==> config.mk <==
export PLATFORM = sky130hd
export DESIGN_NAME = dmem_arbiter_flat
export DESIGN_NICKNAME = d
export VERILOG_FILES = /design/src/rtl/dmem_pkg.sv /design/src/rtl/dmem_arbiter_if.sv /design/src/rtl/dmem_rr_pick.sv /design/src/rtl/dmem_arbiter.sv /design/src/flat_wrapper.sv
export SDC_FILE = /design/constraint.sdc
export NUM_CORES = 1
export LEC_CHECK = 0
export CAP_MARGIN = 20
export CORE_ASPECT_RATIO = 0.7
export CORE_MARGIN = 10
export CORE_UTILIZATION = 45
export DETAILED_ROUTE_END_ITERATION = 7
export PLACE_DENSITY = 0.77
export SYNTH_ARGS = -nofsm -noshare
export SYNTH_HDL_FRONTEND = slang
export SYNTH_HIERARCHICAL = 1
export SYNTH_SLANG_ARGS = --single-unit
export TNS_END_PERCENT = 1
==> constraint.sdc <==
create_clock -name clk -period 4.3 [get_ports clk]
set_clock_uncertainty 0.15 [all_clocks]
set_input_delay 1.075 -clock clk [delete_from_list [all_inputs] [get_ports clk]]
set_output_delay 1.075 -clock clk [all_outputs]
set_load 0.01 [all_outputs]
==> src/rtl/dmem_pkg.sv <==
// Shared types and constants for the byte-serialized data memory arbiter.
package dmem_pkg;

    typedef enum logic [1:0] {
        IDLE  = 2'd0,
        XFER  = 2'd1,
        RWAIT = 2'd2,
        DONE  = 2'd3
    } dmem_state_t;

    localparam logic GRANT_CPU      = 1'b0;
    localparam logic GRANT_LDR      = 1'b1;
    localparam int   BYTES_PER_WORD = 4;

    // Big-endian byte select: idx 0 is [31:24], idx 3 is [7:0].
    function automatic logic [7:0] word_byte(input logic [31:0] w, input logic [1:0] idx);
        logic [31:0] sh;
        sh = w << {idx, 3'b000};
        return sh[31:24];
    endfunction

endpackage

==> src/rtl/dmem_arbiter_if.sv <==
// Requester ports (CPU, loader), byte memory port and status of the data memory arbiter.
interface dmem_arbiter_if #(
    parameter int ADDR_W = 5
);
    logic              cpu_req;
    logic              cpu_we;
    logic [ADDR_W-1:0] cpu_addr;
    logic [31:0]       cpu_wdata;
    logic [31:0]       cpu_rdata;
    logic              cpu_done;
    logic              cpu_stall;

    logic              ldr_req;
    logic              ldr_we;
    logic [ADDR_W-1:0] ldr_addr;
    logic [31:0]       ldr_wdata;
    logic [31:0]       ldr_rdata;
    logic              ldr_done;

    logic              mem_en;
    logic              mem_we;
    logic [ADDR_W-1:0] mem_addr;
    logic [7:0]        mem_wdata;
    logic [7:0]        mem_rdata;

    logic              busy;
    logic              grant;

    modport slave (
        input  cpu_req, cpu_we, cpu_addr, cpu_wdata,
        input  ldr_req, ldr_we, ldr_addr, ldr_wdata,
        input  mem_rdata,
        output cpu_rdata, cpu_done, cpu_stall,
        output ldr_rdata, ldr_done,
        output mem_en, mem_we, mem_addr, mem_wdata,
        output busy, grant
    );

    modport master (
        output cpu_req, cpu_we, cpu_addr, cpu_wdata,
        output ldr_req, ldr_we, ldr_addr, ldr_wdata,
        output mem_rdata,
        input  cpu_rdata, cpu_done, cpu_stall,
        input  ldr_rdata, ldr_done,
        input  mem_en, mem_we, mem_addr, mem_wdata,
        input  busy, grant
    );

endinterface

==> src/rtl/dmem_rr_pick.sv <==
// Two-way requester picker: round-robin on a tie when FAIR, otherwise loader priority.
// Purely combinational; req_i[0] is the CPU, req_i[1] the loader.
module dmem_rr_pick
    import dmem_pkg::*;
#(
    parameter bit FAIR = 1'b1
) (
    input  logic [1:0] req_i,
    input  logic       last_grant_i,
    output logic       winner_o
);

    always_comb begin
        winner_o = GRANT_CPU;
        if (req_i == 2'b11) begin
            winner_o = FAIR ? ~last_grant_i : GRANT_LDR;
        end else if (req_i[1]) begin
            winner_o = GRANT_LDR;
        end
    end

endmodule

==> src/rtl/dmem_arbiter.sv <==
// Serializes CPU/loader word accesses into four big-endian byte accesses on a shared byte memory.
// Write done 5 cycles after the request is sampled, read done 6 cycles after; requesters hold req until done.
module dmem_arbiter
    import dmem_pkg::*;
#(
    parameter int ADDR_W = 5,
    parameter bit FAIR   = 1'b1
) (
    input  logic         clk,
    input  logic         rst_n,
    dmem_arbiter_if.slave bus
);

    dmem_state_t       state_q;
    logic [1:0]        cnt_q;
    logic [1:0]        cnt_d;
    logic              we_q;
    logic [ADDR_W-1:0] base_q;
    logic [31:0]       wdata_q;
    logic              grant_q;
    logic              last_grant_q;
    logic [31:0]       asm_q;
    logic [31:0]       rd_word_d;
    logic [31:0]       cpu_rdata_q;
    logic [31:0]       ldr_rdata_q;
    logic              cpu_done_q;
    logic              ldr_done_q;
    logic              mem_en_q;
    logic              mem_we_q;
    logic [ADDR_W-1:0] mem_addr_q;
    logic [7:0]        mem_wdata_q;

    logic              winner;
    logic              sel_we;
    logic [ADDR_W-1:0] sel_addr;
    logic [31:0]       sel_wdata;

    dmem_rr_pick #(
        .FAIR (FAIR)
    ) u_pick (
        .req_i        ({bus.ldr_req, bus.cpu_req}),
        .last_grant_i (last_grant_q),
        .winner_o     (winner)
    );

    always_comb begin
        sel_we    = bus.cpu_we;
        sel_addr  = bus.cpu_addr;
        sel_wdata = bus.cpu_wdata;
        if (winner == GRANT_LDR) begin
            sel_we    = bus.ldr_we;
            sel_addr  = bus.ldr_addr;
            sel_wdata = bus.ldr_wdata;
        end
    end

    assign cnt_d     = cnt_q + 2'd1;
    // The last read byte is still on mem_rdata when RWAIT completes the word.
    assign rd_word_d = {asm_q[23:0], bus.mem_rdata};

    always_ff @(posedge clk or negedge rst_n) begin
        if (!rst_n) begin
            state_q      <= IDLE;
            cnt_q        <= 2'd0;
            we_q         <= 1'b0;
            base_q       <= '0;
            wdata_q      <= 32'd0;
            grant_q      <= GRANT_CPU;
            last_grant_q <= GRANT_LDR;
            asm_q        <= 32'd0;
            cpu_rdata_q  <= 32'd0;
            ldr_rdata_q  <= 32'd0;
            cpu_done_q   <= 1'b0;
            ldr_done_q   <= 1'b0;
            mem_en_q     <= 1'b0;
            mem_we_q     <= 1'b0;
            mem_addr_q   <= '0;
            mem_wdata_q  <= 8'd0;
        end else begin
            cpu_done_q <= 1'b0;
            ldr_done_q <= 1'b0;
            case (state_q)
                IDLE: begin
                    cnt_q <= 2'd0;
                    if (bus.cpu_req || bus.ldr_req) begin
                        grant_q      <= winner;
                        last_grant_q <= winner;
                        we_q         <= sel_we;
                        base_q       <= sel_addr;
                        wdata_q      <= sel_wdata;
                        // Byte 0 goes out on the first XFER cycle.
                        mem_en_q     <= 1'b1;
                        mem_we_q     <= sel_we;
                        mem_addr_q   <= sel_addr;
                        mem_wdata_q  <= word_byte(sel_wdata, 2'd0);
                        state_q      <= XFER;
                    end
                end
                XFER: begin
                    if (!we_q && cnt_q != 2'd0) begin
                        asm_q <= rd_word_d;
                    end
                    cnt_q <= cnt_d;
                    if (cnt_q == 2'(BYTES_PER_WORD - 1)) begin
                        mem_en_q <= 1'b0;
                        mem_we_q <= 1'b0;
                        if (we_q) begin
                            cpu_done_q <= (grant_q == GRANT_CPU);
                            ldr_done_q <= (grant_q == GRANT_LDR);
                            state_q    <= DONE;
                        end else begin
                            state_q <= RWAIT;
                        end
                    end else begin
                        mem_addr_q  <= base_q + ADDR_W'(cnt_d);
                        mem_wdata_q <= word_byte(wdata_q, cnt_d);
                    end
                end
                RWAIT: begin
                    asm_q <= rd_word_d;
                    if (grant_q == GRANT_LDR) begin
                        ldr_rdata_q <= rd_word_d;
                        ldr_done_q  <= 1'b1;
                    end else begin
                        cpu_rdata_q <= rd_word_d;
                        cpu_done_q  <= 1'b1;
                    end
                    state_q <= DONE;
                end
                DONE: begin
                    state_q <= IDLE;
                end
                default: begin
                    state_q <= IDLE;
                end
            endcase
        end
    end

    assign bus.cpu_rdata = cpu_rdata_q;
    assign bus.cpu_done  = cpu_done_q;
    assign bus.cpu_stall = bus.cpu_req & ~cpu_done_q;
    assign bus.ldr_rdata = ldr_rdata_q;
    assign bus.ldr_done  = ldr_done_q;
    assign bus.mem_en    = mem_en_q;
    assign bus.mem_we    = mem_we_q;
    assign bus.mem_addr  = mem_addr_q;
    assign bus.mem_wdata = mem_wdata_q;
    assign bus.busy      = (state_q != IDLE);
    assign bus.grant     = grant_q;

endmodule

==> src/flat_wrapper.sv <==
// flat-port wrapper written by rule: the top's interface ports become plain ports
module dmem_arbiter_flat import dmem_pkg::*;
#(
    parameter int ADDR_W = 5,
    parameter bit FAIR   = 1'b1
)
  (clk, rst_n, bus_cpu_req, bus_cpu_we, bus_cpu_addr, bus_cpu_wdata, bus_ldr_req, bus_ldr_we, bus_ldr_addr, bus_ldr_wdata, bus_mem_rdata, bus_cpu_rdata, bus_cpu_done, bus_cpu_stall, bus_ldr_rdata, bus_ldr_done, bus_mem_en, bus_mem_we, bus_mem_addr, bus_mem_wdata, bus_busy, bus_grant);
  dmem_arbiter_if #(.ADDR_W(ADDR_W)) bus_i ();
  input  logic clk;
  input  logic rst_n;
  input wire logic [$bits(bus_i.cpu_req)-1:0] bus_cpu_req;
  input wire logic [$bits(bus_i.cpu_we)-1:0] bus_cpu_we;
  input wire logic [$bits(bus_i.cpu_addr)-1:0] bus_cpu_addr;
  input wire logic [$bits(bus_i.cpu_wdata)-1:0] bus_cpu_wdata;
  input wire logic [$bits(bus_i.ldr_req)-1:0] bus_ldr_req;
  input wire logic [$bits(bus_i.ldr_we)-1:0] bus_ldr_we;
  input wire logic [$bits(bus_i.ldr_addr)-1:0] bus_ldr_addr;
  input wire logic [$bits(bus_i.ldr_wdata)-1:0] bus_ldr_wdata;
  input wire logic [$bits(bus_i.mem_rdata)-1:0] bus_mem_rdata;
  output wire logic [$bits(bus_i.cpu_rdata)-1:0] bus_cpu_rdata;
  output wire logic [$bits(bus_i.cpu_done)-1:0] bus_cpu_done;
  output wire logic [$bits(bus_i.cpu_stall)-1:0] bus_cpu_stall;
  output wire logic [$bits(bus_i.ldr_rdata)-1:0] bus_ldr_rdata;
  output wire logic [$bits(bus_i.ldr_done)-1:0] bus_ldr_done;
  output wire logic [$bits(bus_i.mem_en)-1:0] bus_mem_en;
  output wire logic [$bits(bus_i.mem_we)-1:0] bus_mem_we;
  output wire logic [$bits(bus_i.mem_addr)-1:0] bus_mem_addr;
  output wire logic [$bits(bus_i.mem_wdata)-1:0] bus_mem_wdata;
  output wire logic [$bits(bus_i.busy)-1:0] bus_busy;
  output wire logic [$bits(bus_i.grant)-1:0] bus_grant;
  assign bus_i.cpu_req = bus_cpu_req;
  assign bus_i.cpu_we = bus_cpu_we;
  assign bus_i.cpu_addr = bus_cpu_addr;
  assign bus_i.cpu_wdata = bus_cpu_wdata;
  assign bus_i.ldr_req = bus_ldr_req;
  assign bus_i.ldr_we = bus_ldr_we;
  assign bus_i.ldr_addr = bus_ldr_addr;
  assign bus_i.ldr_wdata = bus_ldr_wdata;
  assign bus_i.mem_rdata = bus_mem_rdata;
  assign bus_cpu_rdata = bus_i.cpu_rdata;
  assign bus_cpu_done = bus_i.cpu_done;
  assign bus_cpu_stall = bus_i.cpu_stall;
  assign bus_ldr_rdata = bus_i.ldr_rdata;
  assign bus_ldr_done = bus_i.ldr_done;
  assign bus_mem_en = bus_i.mem_en;
  assign bus_mem_we = bus_i.mem_we;
  assign bus_mem_addr = bus_i.mem_addr;
  assign bus_mem_wdata = bus_i.mem_wdata;
  assign bus_busy = bus_i.busy;
  assign bus_grant = bus_i.grant;
  dmem_arbiter #(.ADDR_W(ADDR_W), .FAIR(FAIR)) u_core (.clk(clk), .rst_n(rst_n), .bus(bus_i));
endmodule
# --- Yosys cells after proc, flatten, opt, wreduce, memory -nomap -nowiden ---
# Cells that the tools add are included.
word_totals:
  out_inout_bits: 84
  reg_bits: 149
  in_bits: 88
  word_cells: 78
classes:
  eq_ne: 9
  shifts: 1
  n_reduce_logical: 15
  bitwise: 4
  muxes: 31
  add_sub_neg: 2
op_table:
  columns: ["cell", "count"]
  rows:
  - ["$pmux 24 s2", 1]
  - ["$mux 32", 1]
  - ["$shl 32x5->32", 1]
  - ["$mux 24", 1]
  - ["$mux 8", 2]
  - ["$pmux 8 s2", 1]
  - ["$mux 5", 3]
  - ["$mux 1", 13]
  - ["$pmux 5 s2", 1]
  - ["$reduce_and 2->1", 5]
  - ["$eq 2x2->1 const B", 4]
  - ["$pmux 1 s2", 4]
  - ["$pmux 2 s4", 1]
  - ["$reduce_bool 2->1", 4]
  - ["$ne 2x1->1 const B", 3]
  - ["$reduce_and 3->1", 2]
  - ["$add 5x2->5", 1]
  - ["$mux 2", 2]
  - ["$pmux 2 s2", 1]
  - ["$not 1->1", 3]
  - ["$add 2x1->2 const B", 1]
  - ["$eq 2x1->1 const B", 1]
  - ["$logic_not 2->1", 1]
  - ["$ne 2x2->1 const B", 1]
  - ["4 further kinds", 4]

# --- Longest topological paths before layout ---
logic_depth:
  depth_word: 5
  depth_mapped: 9

# --- Modules after synthesis ---
# The synthesis kept the hierarchy.
by_module_without_submodules:
  columns: ["module", "area_each_um2", "cells_each", "instances"]
  rows:
  - ["dmem_arbiter", 6621.4, 493, 1]
  - ["dmem_rr_pick", 11.3, 1, 1]

# --- Least setup slack after synthesis ---
# No wires, ideal clock.
synth_path:
  kind: "input to output"
  from: "input port bus_cpu_req"
  to: "output port bus_cpu_stall"
  required_ps: 3075
  cell_stages: 1
  arrival_time_ps: 1272
  setup_slack_ps: 1803
  n_path_buf: 0
  cell_sequence: "nor2b_1"
synth_between:
  elab_chain_cells: 1
synth_lines:
  columns: ["element", "line", "text"]
  rows:
  - ["start: declaration", "flat_wrapper.sv:11", "input wire logic [$bits(bus_i.cpu_req)-1:0] bus_cpu_req;"]
  - ["$and 1x1->1", "dmem_arbiter.sv:142", "assign bus.cpu_stall = bus.cpu_req & ~cpu_done_q;"]
  - ["end: declaration", "flat_wrapper.sv:22", "output wire logic [$bits(bus_i.cpu_stall)-1:0] bus_cpu_stall;"]
# Every way passes these cells.

# --- Worst setup path in the final report ---
# Same ends and word-level chain as after synthesis.

==> metrics.yaml <==
dpl_cell_area_sq_um: 8507
worstSetupPathType: "in2out"
clkLatencyLatePin_ns: 0.41
antenna_found_initial: 0
synth_top_area_share_pct: 55.84
clockPowerShare_pct: 19.3
final_area_sq_um: 9070
core_region_area_sq_um: 14580
p_seq_share_pct: 35.6
ant_nets: 0
wl_per_cell_microns: 19.61
leakage_nw: 3.862
synthFlopType: "dfrtp_1"
synthDistinctLibCells: 54
pre_cts_ws_ns: 0.5785
fin_crit_sh_pct: 86.42
setup_viol: 0
power_switching_mw: 2.571
die_w_microns: 165.1
grt_pass1_wl_mm: 27.20
synth_area_leaders: "dfrtp_1, mux2_2, mux2i_1"
hold_viol: 0
synth-edff-count: 0
tightest_slew_ns: 1.031
drive_above_1_share_pct: 22.73
num_rows: 37
cts.path.max_buffers: 2
dr.pass1.iters: 5
cts-resized-gates: 0
die_area_sq_um: 20070
top_level_ports: 172
seq_area_sq_um: 3730
placed_cells: 836
vias: 4534
port-buffer-count: 171
swShare_pct: 35.31
yosysTopAreaCell: "dfrtp_1"
worstPathRequired_ns: 3.07
rrSetupSlack_ns: 1.55
cts.sinks: 149
crit_buf_inv: 2
synth-seq-cells: 149
cts_tree: "built"
crit_path_frequent_cell: "clkdlybuf4s50_1"
cts_root_buf: "clkbuf_16"
p_comb_share_pct: 45.1
netlist_instances: 494
finish.utilization_pct: 62.20
hpwl_mm: 12.57
peakVddDrop_mv: 0.3037
hp-start: "u_core/wdata_q[1]"
max_freq_mhz: 269.1
cts.hold.buffers_added: 0
status: "completed"
critPathMaxStageDelay_ns: 0.70
total_power_mw: 7.281
crit_arrival_ns: 2.49
async_flop_share_pct: 100.0
htreeDepth: 4
path_cells: "clkdlybuf4s50_1 -> nor2b_1 -> clkdlybuf4s50_1"
slew_violations: 0
nFillCells: 1160
fp.dieH_microns: 121.6
overflow: 0
path_clk_slew_ns: 0.07
crit_path_start_kind: "input pin"
yosysWarnings: 6
hold_path.class: "reg2reg"
grt_pass1_vias: 4858
final_cells: 868
post_cts_buffers: 0
final.setup.tns_ns: 0
cts_made_buffers: 17
whs_ns: 0.3292
multi_input_area_sq_um: 2693
drt_iter0_drc: 310
grt_max_degree: 83
r2r_cells: 6
synth_most_common_cell: "dfrtp_1"
fin_ws_ns: 0.5841
min_period_ns: 3.716
nNetsFinal: 757
synth_fp_nets: 591
grt_use_total_pct: 17.05
diodes: 0
finalWirelength_mm: 17.03
start_util_pct: 45.48
syn_area_sq_um: 6633
max_slew_margin_pct: 30.91
synth_common_cells: "dfrtp_1, mux2_2, nand2_1"
cp_slowest_cell: "clkdlybuf4s50_1"
gp_congestion: 0.8577
critPathMaxFanout: 6
power_density_nw_per_um2: 802.7
seq_area_frac_synth_pct: 56.23
min_to: "u_core/wdata_q[1]"
hold_path_depth: 2
maxCapViolations: 0
rsz0062_at_grt: "no"
cp_top_family: "buffers and inverters"
endpoint_kind: "primary output"
syn_to_final_growth_pct: 36.75
synth.avg_cell_area_sq_um: 13.43
reg2reg_to: "u_core/bus.mem_addr[2]"
viasPerCell: 5.224
route.detailed.drc: 0
rr_startpoint: "u_core/state_q[1]"
p_int_mw: 4.710
## worst min-delay path: cells and delay by family (launching register included)
| kind | cells | cell delay [ns] |
|---|---|---|
| DFF | 1 | 0.34 |
| and+or+nand+nor | 1 | 0.04 |
| AOI/OAI and AO/OA | 1 | 0.06 |
## power by group through the flow
| stage | logic (mW) | registers (mW) | clock network [mW] |
|---|---|---|---|
| floorplan | 1.77 | 2.67 | 0 |
| finish | 3.29 | 2.59 | 1.40 |
| detailed placement | 3.31 | 2.61 | 0 |
| CTS | 3.33 | 2.60 | 1.44 |
| global placement | 3.21 | 2.56 | 0 |
| global route | 3.56 | 2.69 | 1.50 |
## sequential cells by signal (all words and copies together), names as in the netlist
register,flops
u_core/asm_q,24
u_core/state_q,2
u_core/bus.mem_wdata,8
u_core/cnt_q,2
u_core/bus.mem_addr,5
u_core/bus.mem_we,1
u_core/we_q,1
u_core/base_q,5
u_core/bus.cpu_done,1
u_core/wdata_q,32
u_core/bus.ldr_rdata,32
u_core/bus.mem_en,1
u_core/last_grant_q,1
u_core/bus.cpu_rdata,32
u_core/bus.grant,1
u_core/bus.ldr_done,1
## layout make-up
type / count / area share, %
Clock inverter: 15 / 1.517
Tap cell: 195 / 2.690
Timing Repair Buffer: 178 / 19.88
Inverter: 10 / 0.4139
Multi-Input combinational cell: 304 / 29.69
Sequential cell: 149 / 41.12
Clock buffer: 17 / 4.690
## layout by cell type, fill, tap and decap left out, types with 3 or more instances in the layout
master             n
nand2b_1           3
a21oi_1            8
inv_6              6
clkinv_4           3
ha_1               8
mux2_1            20
o2bb2ai_1          5
o21ai_0           35
buf_4              4
clkdlybuf4s50_1  170
nand2_1           40
clkbuf_16         17
dfrtp_1          148
mux2_4             4
mux2_2            94
mux2i_1           36
buf_12             3
a31oi_1            7
inv_1              9
a222oi_1           6
## routing by layer
metal  track usage, %  up-vias  routed length (microns)
li1                 -     2105                        -
met1            22.34     2309                     7465
met2            27.61      110                     8390
met3            4.415       10                     1028
met4            4.525        0                      140
met5                0        -                        0
## worst max path at each step
stage | startpoint | to | slack (ns) | cells past startpoint
2_1_floorplan | bus_cpu_req | bus_cpu_stall | 1.80 | 1
6_report | bus_cpu_req | bus_cpu_stall | 0.58 | 3
5_1_grt | bus_cpu_req | bus_cpu_stall | 0.53 | 3
3_5_place_dp | bus_cpu_req | bus_cpu_stall | 0.58 | 3
4_1_cts | bus_cpu_req | bus_cpu_stall | 0.58 | 3
3_3_place_gp | bus_cpu_req | bus_cpu_stall | 0.59 | 3
## cell families (layout without fill, tap and decap cells)
group	count (synthesis)	in the layout	synth area share, %
adders and majority gates	9	9	1.811
xor gates and xnor gates	2	2	0.2641
buffers and inverters	41	220	3.452
muxes	154	154	25.69
and+or+nand+nor	61	61	4.603
DFF	149	149	56.23
AOI/OAI and AO/OA	78	78	7.942
(Power assumes the default switching activity.)
